**src/rtl/hex_display_driver.sv**
```systemverilog
// Multi-digit registered hex display driver. It latches a hex value and drives
// active-low seven-segment fields, with global enable, leading-zero blanking and per-digit blink.
module hex_display_driver #(
  parameter int NUM_DIGITS = 4,
  parameter int BLINK_DIV  = 25000000,
  parameter int CNT_W      = 25
) (
  input  logic                    clock,
  input  logic                    reset,
  input  logic                    load,
  input  logic [4*NUM_DIGITS-1:0] value,
  input  logic                    enable,
  input  logic                    lzb,
  input  logic [NUM_DIGITS-1:0]   blink_mask,
  output logic [7*NUM_DIGITS-1:0] segs,
  output logic                    blink_phase
);

  localparam logic [CNT_W-1:0] CNT_LAST  = CNT_W'(BLINK_DIV - 1);
  localparam logic [CNT_W-1:0] CNT_ONE   = CNT_W'(1);
  localparam logic [6:0]       SEG_BLANK = 7'b1111111;

  // Active-low segment pattern, bit order g..a (bit 6 = g, bit 0 = a).
  function automatic logic [6:0] decode_hex(input logic [3:0] d);
    logic [6:0] s;
    case (d)
      4'h0:    s = 7'b1000000;
      4'h1:    s = 7'b1111001;
      4'h2:    s = 7'b0100100;
      4'h3:    s = 7'b0110000;
      4'h4:    s = 7'b0011001;
      4'h5:    s = 7'b0010010;
      4'h6:    s = 7'b0000010;
      4'h7:    s = 7'b1111000;
      4'h8:    s = 7'b0000000;
      4'h9:    s = 7'b0010000;
      4'hA:    s = 7'b0001000;
      4'hB:    s = 7'b0000011;
      4'hC:    s = 7'b1000110;
      4'hD:    s = 7'b0100001;
      4'hE:    s = 7'b0000110;
      4'hF:    s = 7'b0001110;
      default: s = SEG_BLANK;
    endcase
    return s;
  endfunction

  logic [4*NUM_DIGITS-1:0] value_r;
  logic [CNT_W-1:0]        cnt_r;
  logic                    phase_r;
  logic [7*NUM_DIGITS-1:0] segs_r;
  logic [7*NUM_DIGITS-1:0] segs_next_s;
  logic [NUM_DIGITS-1:0]   lead_zero_s;
  logic                    wrap_s;

  assign segs        = segs_r;
  assign blink_phase = phase_r;

  // Detect the last count of a blink half-period.
  always_comb begin
    wrap_s = (cnt_r == CNT_LAST);
  end

  // Value capture register.
  always_ff @(posedge clock) begin
    if (reset) begin
      value_r <= '0;
    end else if (load) begin
      value_r <= value;
    end else begin
      value_r <= value_r;
    end
  end

  // Free-running blink divider. It is unaffected by load or enable.
  always_ff @(posedge clock) begin
    if (reset) begin
      cnt_r   <= '0;
      phase_r <= 1'b0;
    end else if (wrap_s) begin
      cnt_r   <= '0;
      phase_r <= ~phase_r;
    end else begin
      cnt_r   <= cnt_r + CNT_ONE;
      phase_r <= phase_r;
    end
  end

  // Next segment image. A digit is a leading zero when it and every digit above it are zero.
  always_comb begin
    logic higher_zero;
    logic blank;
    segs_next_s = {(7*NUM_DIGITS){1'b1}};
    lead_zero_s = '0;
    higher_zero = 1'b1;
    blank       = 1'b0;
    for (int i = NUM_DIGITS - 1; i >= 0; i--) begin
      higher_zero    = higher_zero & (value_r[4*i +: 4] == 4'h0);
      lead_zero_s[i] = higher_zero;
    end
    for (int i = 0; i < NUM_DIGITS; i++) begin
      // Digit 0 is never blanked by lzb, so a zero value still shows a single "0".
      blank = !enable
              || (lzb && lead_zero_s[i] && (i != 0))
              || (blink_mask[i] && phase_r);
      if (blank) begin
        segs_next_s[7*i +: 7] = SEG_BLANK;
      end else begin
        segs_next_s[7*i +: 7] = decode_hex(value_r[4*i +: 4]);
      end
    end
  end

  // Registered segment outputs. All digits are dark while in reset.
  always_ff @(posedge clock) begin
    if (reset) begin
      segs_r <= {(7*NUM_DIGITS){1'b1}};
    end else begin
      segs_r <= segs_next_s;
    end
  end

endmodule

```
**config.mk**
```make
export PLATFORM = sky130hd
export DESIGN_NAME = hex_display_driver
export DESIGN_NICKNAME = d
export VERILOG_FILES = /design/src/rtl/hex_display_driver.sv
export SDC_FILE = /design/constraint.sdc
export NUM_CORES = 1
export LEC_CHECK = 0
export CAP_MARGIN = 20
export CORE_MARGIN = 10
export CORE_UTILIZATION = 40
export CTS_CLUSTER_DIAMETER = 30
export CTS_CLUSTER_SIZE = 25
export DETAILED_ROUTE_END_ITERATION = 10
export GPL_TIMING_DRIVEN = 0
export SKIP_LAST_GASP = 1
export SYNTH_ARGS = -nofsm -noshare
export SYNTH_HDL_FRONTEND = slang
export SYNTH_SLANG_ARGS = --single-unit
```
**constraint.sdc**
```tcl
create_clock -name clock -period 5.35 [get_ports clock]
set_input_delay 0.535 -clock clock [delete_from_list [all_inputs] [get_ports clock]]
set_output_delay 0.535 -clock clock [all_outputs]
set_load 0.02 [all_outputs]
```
Yosys cells after proc, flatten, opt, wreduce, memory -nomap -nowiden. Memories as Yosys holds them, arrays and structs flattened. A register that Yosys moved wholly into a read port is not among the register bits. Cells that the tools add are included.

$add $sub $neg: 1. $mul: 0. Divide/modulo/power cells: 0. $lt $le $gt $ge: 0. Eq/ne operators: 1. Shifts and indexed selects: 0. Muxes and demuxes: 0. Bitwise gates (word level): 3. Reductions and logical operators: 23.

Operators by type and width (number): $add A25 B1 Y25 const B (1); $eq A25 B25 Y1 const B (1); $logic_not A4 Y1 (3); $reduce_or A2 Y1 (5); $logic_and A1 B1 Y1 (7); $logic_or A1 B1 Y1 (7); $and A1 B1 Y1 (2); $logic_not A1 Y1 (1); $not A1 Y1 (1).

Flip-flop bits (word level): 42. Latch bits: 0. Bits in writable memories: 0. ROM bits: 448. Bits of input ports: 25. Output and inout bits: 29. Logic and storage cells: 35. Memories kept: 4.

Memory list: (no name shown) (depth 16, width 7, rd ports 1, clocked after memory_dff 1, write ports 0, line 26) `case (d)`; (no name shown) (depth 16, width 7, rd ports 1, clocked after memory_dff 1, write ports 0, line 26); (no name shown) (depth 16, width 7, rd ports 1, clocked after memory_dff 1, write ports 0, line 26); (no name shown) (depth 16, width 7, rd ports 1, clocked after memory_dff 1, write ports 0, line 26).

Logic depth before layout (Yosys ltp). Gate-level depths: netlist of run 1.

Word-level depth: 7. Mapped depth: 6. Gate-level depth less buffers: 6.

Worst setup path before layout of run 1. OpenSTA, ideal clock, no wires.

Path type: register -> register. Start point: reg cnt_r[17]. End point: reg cnt_r[16]. Library setup time: 0.122 ns. Arrival: 1.791 ns. Data required time: 5.228 ns. Setup slack: 3.437 ns. Stages on the path, launching flop included: 6. Buffers on the path: 1. Clock period less this slack: 1.913 ns. Cells stage by stage: dfxtp_1 or4b_1 or4_4 o21bai_2 buf_4 a21oi_1.

Word-level cells in the longest chain between the ends: 2.

Ends and longest elaborated chain: start, declared (line 49) `logic [CNT_W-1:0] cnt_r;`; start signal, assigned (line 84) `cnt_r <= cnt_r + CNT_ONE;`; $eq A25 B25 Y1 (line 61) `wrap_s = (cnt_r == CNT_LAST);`; $reduce_or A2 Y1 (no line).

Every way passes these cells. A chain may end at the register's enable or synchronous reset.

Worst setup path after layout of run 1.
Start point: reg value_r[12]. End point: reg segs_r[18], in the netlist segs[18].

Word-level cells in the longest chain between the ends: 6.

Ends and longest elaborated chain: start, declared (line 48) `logic [4*NUM_DIGITS-1:0] value_r;`; start signal, assigned (line 69) `value_r <= value;`; start signal, assigned (line 71) `value_r <= value_r;`; $logic_not A4 Y1 (line 98) `higher_zero = higher_zero & (value_r[4*i +: 4] == 4'h0);`; $and A1 B1 Y1 (line 98); $logic_and A1 B1 Y1 (line 104) `|| (lzb && lead_zero_s[i] && (i != 0))`; $logic_or A1 B1 Y1 (line 104); $logic_or A1 B1 Y1 (line 105) `|| (blink_mask[i] && phase_r);`; $reduce_or A2 Y1 (no line); end, declared (line 51) `logic [7*NUM_DIGITS-1:0] segs_r;`.

Every way passes these cells.

==> results_dict.tcl, run 1 <==
set metrics [dict create \
    die-width_um 111 \
    gp_congestion 0.878 \
    cts-resized-gates 0 \
    post_drt_via_cell_ratio 5.11 \
    rsz0062_at_grt "no" \
    cp_data_required_time_ps 5500 \
    end_kind "register" \
    comb_power_share_pct 14.0 \
    hold_path_startpoint "cnt_r[0]$_SDFF_PP0_" \
    tightestPinTransition_ps 945 \
    multi_input_comb_area_um2 1800 \
    numCtsBuffers 9 \
    clock-root-buffer "sky130_fd_sc_hd__clkbuf_8" \
    final-hold-violation-count 0 \
    global_route_usage_sum_pct 12.2 \
    std_cell_rows 33 \
    detail_route.first_pass.iterations 4 \
    setup_tns_ps 0 \
    setup_viol 0 \
    routedWlPerCell_um 14.0 \
    timing.final.crit_period_ps 2370 \
    postSynthRegisterBits 70 \
    sequential_cell_area_um2 1400 \
    cts_max_level 3 \
    port_buffers 52 \
    postLayoutSetupSlackWorst_ps 2980 \
    maxClockFrequency_ghz 0.422 \
    min-delay-path-class "register to register" \
    chipHeight_um 111 \
    finalCritPeriodShare_pct 44.3 \
    initialDrtViolationCount 115 \
    clock_latency_ps 330 \
    status "finished, final reports clean" \
    setup.worst_path.class "register to register" \
    switching_share_pct 25.8 \
    crit_path_start_kind "register" \
    tritoncts "done" \
    pwr-share-seq_pct 49.3 \
    via_count_of_the_first_global_routing_pass 2730 \
    area_growth_pct 25.1 \
    grt_antenna_before_repair 0 \
    drc 0 \
    final_layout_size_suffix_gt1_share_pct 4.74 \
    critical_r2r_launch "value_r[12]$_SDFFE_PP0P_" \
    cts_sinks 70 \
    clock_power_share_pct 36.6 \
    grt_start_max_net_pins 12 \
    power_leakage_nw 1.52 \
    dp_slack_ps 2950 \
    top_level_port_count 54 \
    antenna_diodes 0 \
    synthDistinctLibCells 39 \
    n_fill_cell 784 \
    synthesis.instances 376 \
    avg_inst_size_synth_um2 8.89 \
    nets 486 \
    synth_cell_area_um2 3340 \
    slew_headroom_pct 36.6 \
    place_hpwl_um 5750 \
    worst-path-max-fanout 7 \
    clock_skew_ps 8.78 \
    cellPowerDensity_nw_per_um2 271 \
    initial_core_util_pct 40.9 \
    route.final.wire_length_um 7650 \
    cap_violations 0 \
    cts.hold.buffers_added 0 \
    clock_pin_slew_on_the_worst_setup_and_hold_paths_ps 70 \
    warnings_synthesis 0 \
    synthesis.nets 423 \
    count_of_pins_over_their_slew_limit 0 \
    synth_edf_count 0 \
    synth_sequential_area_ratio_pct 41.9 \
    critical_path_arrival_ps 2530 \
    post_placement_cell_count 533 \
    die-area_um2 12400 \
    coreArea_um2 8180 \
    power.ir.vdd_worst_v 0.000152 \
    route.vias.total 2802 \
    worst_setup_path_startpoint "value_r[12]$_SDFFE_PP0P_" \
    p_int_w 0.000842 \
    layoutNonFillerInstCount 548 \
    power.net_switching_w 0.000293 \
    ys.flop_type "sky130_fd_sc_hd__dfxtp_1" \
    grt_first_pass_wirelength_um 12900 \
    postCtsSetupBuffers 0 \
    ant_nets 0 \
    cts_max_path_buffers 2 \
    overflow 0 \
    synth-async-reset-ratio_pct 0 \
]
==> placed cells by master (no fill, tap or decap), types with 2 or more instances in the layout <==
cell type                         count
sky130_fd_sc_hd__dfxtp_1             70
sky130_fd_sc_hd__clkdlybuf4s50_1     52
sky130_fd_sc_hd__nor2_1              40
sky130_fd_sc_hd__nand2_1             31
sky130_fd_sc_hd__ha_1                22
sky130_fd_sc_hd__o21ai_0             21
sky130_fd_sc_hd__inv_1               19
sky130_fd_sc_hd__mux2i_1             17
sky130_fd_sc_hd__o211ai_1            16
sky130_fd_sc_hd__a21oi_1             16
sky130_fd_sc_hd__clkbuf_1            15
sky130_fd_sc_hd__o311ai_0            14
sky130_fd_sc_hd__nand2b_1            11
sky130_fd_sc_hd__or3_1               11
sky130_fd_sc_hd__nand3_1             10
sky130_fd_sc_hd__clkbuf_8            10
sky130_fd_sc_hd__nand4_1              8
sky130_fd_sc_hd__or4_1                7
sky130_fd_sc_hd__xor2_1               6
sky130_fd_sc_hd__a21o_1               5
sky130_fd_sc_hd__xnor2_1              5
sky130_fd_sc_hd__clkinv_2             4
sky130_fd_sc_hd__nor2b_1              3
sky130_fd_sc_hd__a211oi_1             2
sky130_fd_sc_hd__and2_1               2
sky130_fd_sc_hd__a31oi_1              2
sky130_fd_sc_hd__and3_1               2
sky130_fd_sc_hd__a32oi_1              2
sky130_fd_sc_hd__nand3b_1             2
sky130_fd_sc_hd__o21a_1               2
sky130_fd_sc_hd__and4_1               2
sky130_fd_sc_hd__buf_4                2
sky130_fd_sc_hd__nor3_1               2
==> power groups by stage <==
stage	Sequential, W	Clock, W	Combinational [W]
after floorplan	0.000588	0	0.0000737
after global placement	0.000572	0	0.000158
after detailed placement	0.000572	0	0.000160
after CTS	0.000560	0.000429	0.000161
after global routing	0.000563	0.000451	0.000176
final	0.000560	0.000416	0.000159
==> path summary, 6_finish.rpt <==
check,to,slack [ps],depth (start not counted)
max,segs[18]$_SDFF_PP1_,2980,6
min,cnt_r[0]$_SDFF_PP0_,470,1
max reg2reg,segs[18]$_SDFF_PP1_,2980,6
min reg2reg,cnt_r[0]$_SDFF_PP0_,470,1
==> layer usage <==
layer | wire (um) | up-vias | track usage, % | part of all wire, %
met1 | 3420 | 1276 | 13.9 | 45
met3 | 415 | 6 | 4.56 | 5.4
li1 | - | 1463 | - | -
met4 | 68 | 0 | 3.17 | 0.89
met2 | 3750 | 57 | 21.1 | 49
met5 | 0 | - | 0 | 0
==> state kept, by name, summed over array words and instances (netlist names) <==
register and flops:
blink_phase 1, segs 28, value_r 16, cnt_r 25
==> stage by stage <==
step	area, um^2	hold slack (ps)	power, W	util, %
2_1_floorplan	3340	436	0.000662	-
3_3_place_gp	4000	456	0.000730	48.9
3_5_place_dp	4000	463	0.000732	48.9
4_1_cts	4180	478	0.00115	51.2
5_1_grt	4180	499	0.00119	51.2
6_report	4180	475	0.00113	51.2
==> Yosys cell counts, types with 3 or more instances <==
| master | n | area (um^2) |
|---|---|---|
| sky130_fd_sc_hd__nand4_1 | 8 | 50.1 |
| sky130_fd_sc_hd__a21oi_1 | 16 | 80.1 |
| sky130_fd_sc_hd__o211ai_1 | 16 | 120 |
| sky130_fd_sc_hd__dfxtp_1 | 70 | 1400 |
| sky130_fd_sc_hd__o21ai_0 | 21 | 105 |
| sky130_fd_sc_hd__clkbuf_1 | 15 | 56.3 |
| sky130_fd_sc_hd__nor2_1 | 40 | 150 |
| sky130_fd_sc_hd__nand3_1 | 10 | 50.1 |
| sky130_fd_sc_hd__nand2b_1 | 11 | 68.8 |
| sky130_fd_sc_hd__inv_1 | 19 | 71.3 |
| sky130_fd_sc_hd__or3_1 | 11 | 68.8 |
| sky130_fd_sc_hd__o311ai_0 | 14 | 123 |
| sky130_fd_sc_hd__nor2b_1 | 3 | 18.8 |
| sky130_fd_sc_hd__mux2i_1 | 17 | 170 |
| sky130_fd_sc_hd__xor2_1 | 6 | 52.6 |
| sky130_fd_sc_hd__a21o_1 | 5 | 37.5 |
| sky130_fd_sc_hd__ha_1 | 22 | 275 |
| sky130_fd_sc_hd__nand2_1 | 31 | 116 |
| sky130_fd_sc_hd__xnor2_1 | 5 | 43.8 |
| sky130_fd_sc_hd__or4_1 | 7 | 52.6 |
==> worst max-delay path, stage by stage, from the launching register on <==
cell and delay, ps:
sky130_fd_sc_hd__dfxtp_1 450, sky130_fd_sc_hd__inv_1 130, sky130_fd_sc_hd__ha_1 270, sky130_fd_sc_hd__nor4bb_1 190
sky130_fd_sc_hd__and3_1 220, sky130_fd_sc_hd__a211oi_1 620, sky130_fd_sc_hd__o311ai_0 310
==> cell families (layout without fill, tap and decap cells) <==
kind of cell	after synthesis	count (layout)	synth area share (%)
multiplexers	18	18	5.43
adder cells (fa/ha/maj)	22	22	8.23
buffers and inverters	37	104	4.38
AND/OR/NAND/NOR	136	136	20.9
flip-flops	70	70	41.9
AO/OA/AOI/OAI	82	82	16.3
XOR/XNOR	11	11	2.88
==> area by class of cell <==
cell class	count	share of cell area, %
Tap cell	105	3.14
Multi-Input combinational cell	269	42.9
Clock inverter	5	1.20
Buffer	18	1.79
Inverter	19	1.71
Timing Repair Buffer	52	12.4
Sequential cell	70	33.5
Clock buffer	10	3.29
Note: power is estimated with default switching activity, not from simulation.
==> inputs of run 2 (changes only) <==
Clock period 5.35 ns to 2 ns, I/O delays scaled along.
==> run 2 against run 1 <==
Against the previous run: largest cell class unchanged; clock skew about the same; global-route usage increased by 0.078 points; first-iteration DRC count decreased by 23%; worst setup slack got worse by 2900 ps; core utilization increased by 1.3 points; die area unchanged; wire length increased by 1.2%; clock power increased to 2.7 times the previous value; critical path depth decreased by 1; flip-flop and latch count unchanged.
==> results_dict.tcl, run 2 (synthesis gave the netlist of run 1 again) <==
set metrics [dict create \
    layout_cell_area_excl_fill_um2 4290 \
    path_delay_family "simple AND/OR/NAND/NOR gates" \
    clock_pin_slew_on_the_worst_setup_and_hold_paths_ps 70 \
    initialDrtViolationCount 88 \
    hold_path_startpoint "load" \
    tritoncts "done" \
    pwr-share-seq_pct 49.1 \
    tightestPinTransition_ps 810 \
    chipHeight_um 111 \
    rsz0062_at_grt "yes" \
    coreArea_um2 8180 \
    critical_r2r_launch "cnt_r[8]$_SDFF_PP0_" \
    numCtsBuffers 9 \
    overflow 0 \
    final_layout_size_suffix_gt1_share_pct 8.78 \
    crit_path_cell_trace "nand4_1, buf_4, or4_4, or3_1, a21oi_1" \
    fin_hold_ws_ps 359 \
    final-hold-violation-count 0 \
    count_of_pins_over_their_slew_limit 0 \
    area_growth_pct 28.4 \
    grt_start_max_net_pins 12 \
    switching_share_pct 25.9 \
    nets 487 \
    setup_viol 0 \
    status "finished, final reports clean" \
    drc 0 \
    timing.reg2reg.setup_slack_ps 60 \
    cap_violations 0 \
    cts.hold.buffers_added 0 \
    whs_endpoint "value_r[15]$_SDFFE_PP0P_" \
    die-width_um 111 \
    antenna_diodes 0 \
    clock_power_share_pct 36.3 \
    comb_power_share_pct 14.6 \
    critical_path.slowest_cell "sky130_fd_sc_hd__or4_4" \
    clock_skew_ps 8.37 \
    cts_sinks 70 \
    end_kind "register" \
    min_delay_path_depth 3 \
    layout.cells.most_common_list "62 x sky130_fd_sc_hd__dfxtp_1, 52 x sky130_fd_sc_hd__clkdlybuf4s50_1, 40 x sky130_fd_sc_hd__nor2_1" \
    detail_route.first_pass.iterations 4 \
    power.ir.vdd_worst_v 0.000416 \
    setup_tns_ps 0 \
    gp_congestion 0.878 \
    slew_headroom_pct 46.0 \
    p_int_w 0.00227 \
    largest_register_ff_count 28 \
    cellPowerDensity_nw_per_um2 712 \
    timing.final.crit_period_ps 1940 \
    via_count_of_the_first_global_routing_pass 2751 \
    post_dp_cell_area_um2 4000 \
    crit_path_start_kind "register" \
    cp_data_required_time_ps 2260 \
    clock-root-buffer "sky130_fd_sc_hd__clkbuf_8" \
    port_buffers 52 \
    reg2regPathDepth 5 \
    ant_nets 0 \
    min-delay-path-class "input port to register" \
    cts_max_level 3 \
    critical_path.max_stage_delay_ps 530 \
    power_leakage_nw 1.55 \
    global_route_usage_sum_pct 12.3 \
    crit_buf_inv 1 \
    postLayoutSetupSlackWorst_ps 56.5 \
    power.net_switching_w 0.000792 \
    setup.worst_path.class "register to register" \
    die-area_um2 12400 \
    cts_max_path_buffers 2 \
    mostFrequentLayoutCell "sky130_fd_sc_hd__dfxtp_1" \
    clock_latency_ps 340 \
    finalCritPeriodShare_pct 97.2 \
    initial_core_util_pct 40.9 \
    maxClockFrequency_ghz 0.515 \
    route.final.wire_length_um 7750 \
    reg2reg_to "cnt_r[21]$_SDFF_PP0_" \
    grt_antenna_before_repair 0 \
    top_level_port_count 54 \
    routedWlPerCell_um 14.1 \
    grt_first_pass_wirelength_um 12900 \
    place_hpwl_um 5750 \
    dp_slack_ps -317 \
    route.vias.total 2820 \
    critical_path_arrival_ps 2210 \
    n_fill_cell 776 \
    std_cell_rows 33 \
    post_drt_via_cell_ratio 5.14 \
    worst-path-max-fanout 9 \
]
-- run 2: worst register-to-register path, cell delays in order, from the launching register on --
cell,delay [ps]
sky130_fd_sc_hd__dfxtp_1,390
sky130_fd_sc_hd__nand4_1,230
sky130_fd_sc_hd__buf_4,210
sky130_fd_sc_hd__or4_4,530
sky130_fd_sc_hd__or3_1,360
sky130_fd_sc_hd__a21oi_1,150
-- run 2: repair_timing --
item / CTS / global route
resized for setup: 10 / 13
pin swaps: 1 / 2
gates cloned: 0 / 0
setup endpoints to repair: 42 / 37
buffers inserted: 1 / 1
-- run 2: layout make-up --
| class | instances | area [um^2] | area share [%] |
|---|---|---|---|
| multi-input combinational | 269 | 1880 | 43.8 |
| sequential | 70 | 1410 | 32.9 |
| inverter | 19 | 71.3 | 1.66 |
| tap | 105 | 131 | 3.06 |
| clock inverter | 5 | 50.0 | 1.17 |
| timing repair buffer | 54 | 536 | 12.5 |
| clock buffer | 10 | 138 | 3.21 |
| buffer | 17 | 75.1 | 1.75 |
-- run 2: power by group through the flow --
stage / registers (W) / logic (W) / clock network [W]
floorplan: 0.00157 / 0.000197 / 0
global placement: 0.00153 / 0.000422 / 0
detailed placement: 0.00153 / 0.000428 / 0
CTS: 0.00150 / 0.000444 / 0.00115
global route: 0.00151 / 0.000491 / 0.00121
finish: 0.00150 / 0.000445 / 0.00111
-- run 2: worst max-delay path by stage --
stage / startpoint / endpoint / slack [ps] / cells after the start
2_1_floorplan: cnt_r[17]$_SDFF_PP0_ / cnt_r[17]$_SDFF_PP0_ / 90 / 5
3_3_place_gp: value_r[12]$_SDFFE_PP0P_ / segs[18]$_SDFF_PP1_ / -330 / 6
3_5_place_dp: value_r[12]$_SDFFE_PP0P_ / segs[18]$_SDFF_PP1_ / -320 / 6
4_1_cts: value_r[12]$_SDFFE_PP0P_ / segs[18]$_SDFF_PP1_ / -60 / 6
5_1_grt: cnt_r[8]$_SDFF_PP0_ / cnt_r[24]$_SDFF_PP0_ / -20 / 5
6_report: cnt_r[8]$_SDFF_PP0_ / cnt_r[21]$_SDFF_PP0_ / 60 / 5
-- run 2: metal layers --
metal | vias to the layer above | global-route usage [%] | part of all wire [%]
met3 | 7 | 4.56 | 5.4
met5 | - | 0 | 0
li1 | 1460 | - | -
met1 | 1297 | 13.9 | 44
met4 | 0 | 3.17 | 1.0
met2 | 56 | 21.4 | 50
-- run 2: metrics by stage --
stage               instances  power [W]  util, %
global route              549    0.00321     52.5
floorplan                 376    0.00177        -
detailed placement        533    0.00196     48.9
global placement          533    0.00195     48.9
CTS                       549    0.00309     51.9
finish                    549    0.00306     52.5
==> inputs of run 3 (changes only) <==
Settings changed: CTS_CLUSTER_DIAMETER 30 to default, PLACE_DENSITY from default to 0.76.
==> run 3 against run 2 <==
Against the previous run: design area up 2.5%; core utilization up 1.3 points; worst setup slack worse by 13 ps; sequential share of layout area down 0.57 points; clock-buffer cell count unchanged; total power up 6.0%; via count up 6.1%; flip-flop and latch count unchanged; critical endpoint is now cnt_r[24]$_SDFF_PP0_; largest power group unchanged; highest routed layer unchanged.
==> results_dict.tcl, run 3 (synthesis gave the netlist of run 1 again) <==
set metrics [dict create \
    area_growth_pct 31.6 \
    grt_antenna_before_repair 0 \
    timing.final.crit_period_ps 1960 \
    chipHeight_um 111 \
    post_dp_cell_area_um2 4000 \
    multi_input_comb_area_um2 1890 \
    mostFrequentLayoutCell "sky130_fd_sc_hd__dfxtp_1" \
    status "finished, final reports clean" \
    layoutNonFillerInstCount 554 \
    ant_nets 0 \
    tritoncts "done" \
    setup_viol 0 \
    die-width_um 111 \
    antenna_diodes 0 \
    gp_congestion 0.842 \
    clock_latency_ps 350 \
    dp_slack_ps -223 \
    die-area_um2 12400 \
    power_leakage_nw 1.60 \
    detailroute.wirelength.met3_um 462 \
    finalCritPeriodShare_pct 97.8 \
    layout.cells.most_common_list "58 x sky130_fd_sc_hd__dfxtp_1, 52 x sky130_fd_sc_hd__clkdlybuf4s50_1, 40 x sky130_fd_sc_hd__nor2_1" \
    place_hpwl_um 5820 \
    tightestPinTransition_ps 787 \
    crit_path_start_kind "register" \
    grt_start_max_net_pins 13 \
    via_count_of_the_first_global_routing_pass 2844 \
    std_cell_rows 33 \
    grt_first_pass_wirelength_um 13400 \
    largest_register_ff_count 28 \
    cts_sinks 70 \
    clock-root-buffer "sky130_fd_sc_hd__clkbuf_8" \
    highest_layer "met4" \
    detail_route.first_pass.iterations 5 \
    clock_skew_ps 11.3 \
    route.vias.total 2993 \
    maxClockFrequency_ghz 0.511 \
    overflow 0 \
    met2_length_um 4100 \
    critical_path_arrival_ps 2240 \
    clock_pin_slew_on_the_worst_setup_and_hold_paths_ps 80 \
    initialDrtViolationCount 139 \
    drc 0 \
    cellPowerDensity_nw_per_um2 737 \
    cp_data_required_time_ps 2290 \
    sequential_cell_area_um2 1420 \
    nets 492 \
    routedWlPerCell_um 14.7 \
    cts_max_path_buffers 2 \
    initial_core_util_pct 40.9 \
    power.ir.vdd_worst_v 0.000400 \
    post_placement_cell_count 533 \
    numCtsBuffers 9 \
    port_buffers 52 \
    route.final.wire_length_um 8160 \
    top_level_port_count 54 \
    worst-path-max-fanout 8 \
    setup.worst_path.class "register to register" \
    global_route_usage_sum_pct 12.7 \
    postLayoutSetupSlackWorst_ps 43.8 \
    slew_headroom_pct 47.5 \
    count_of_pins_over_their_slew_limit 0 \
    route.layer.met1.wl_um 3500 \
    cap_violations 0 \
    cts_max_level 3 \
    final-hold-violation-count 0 \
    final_layout_size_suffix_gt1_share_pct 11.4 \
    coreArea_um2 8180 \
    end_kind "register" \
    layout_cell_area_excl_fill_um2 4400 \
    post_drt_via_cell_ratio 5.40 \
    n_fill_cell 745 \
    min-delay-path-class "input port to register" \
]
[run 3: cell types whose count changed in the layout (fill, tap and decap cells not counted), sizes merged]
cell,before,now
buf,5,11
clkinv,4,2
inv,19,20
clkbuf,24,23
bufinv,1,2
[run 3: stage by stage]
step | utilization, % | TNS [ps] | hold slack [ps] | total power (W)
floorplan | - | 0 | 347 | 0.00177
global placement | 48.9 | -2930 | 457 | 0.00194
detailed placement | 48.9 | -3530 | 475 | 0.00196
CTS | 52.3 | -1.93 | 337 | 0.00325
global route | 53.8 | -102 | 376 | 0.00338
finish | 53.8 | 0 | 351 | 0.00324
[run 3: path summary, 6_finish.rpt]
path | start | endpoint | slack, ps | cells past startpoint
worst max-delay path | cnt_r[8]$_SDFF_PP0_ | cnt_r[24]$_SDFF_PP0_ | 40 | 4
worst max register to register | cnt_r[8]$_SDFF_PP0_ | cnt_r[24]$_SDFF_PP0_ | 40 | 4
worst min-delay path | load | value_r[2]$_SDFFE_PP0P_ | 350 | 3
worst min register to register | cnt_r[0]$_SDFF_PP0_ | cnt_r[0]$_SDFF_PP0_ | 480 | 1
[run 3: critical path: stages, from the launching register on]
cell and delay, ps:
sky130_fd_sc_hd__dfxtp_1 390, sky130_fd_sc_hd__nand4_1 250, sky130_fd_sc_hd__or4_1 710, sky130_fd_sc_hd__or3_1 400, sky130_fd_sc_hd__a21oi_1 150
[run 3: power by group]
part	internal, W	switching (W)
sequential	0.00146	0.0000456
combinational	0.000219	0.000235
clock	0.000734	0.000553
[run 3: timing repair]
item	in CTS	in global routing
hold buffers	0	0
pin swaps	1	5
buffers inserted	1	5
setup endpoints to repair	40	37
gates resized for setup	10	27
gates cloned	0	2
[run 3: cell type report]
class	count	share of cell area (%)
Timing Repair Buffer	60	13.5
Clock inverter	5	1.88
Sequential cell	70	32.3
Clock buffer	10	3.13
Multi-Input combinational cell	269	42.9
Buffer	16	1.71
Inverter	19	1.62
Tap cell	105	2.99
[run 3: metal layers]
metal	vias to the layer above	global-route usage, %
met5	-	0
met4	0	3.34
met3	13	5.10
met2	77	22.0
met1	1432	14.2
li1	1471	-
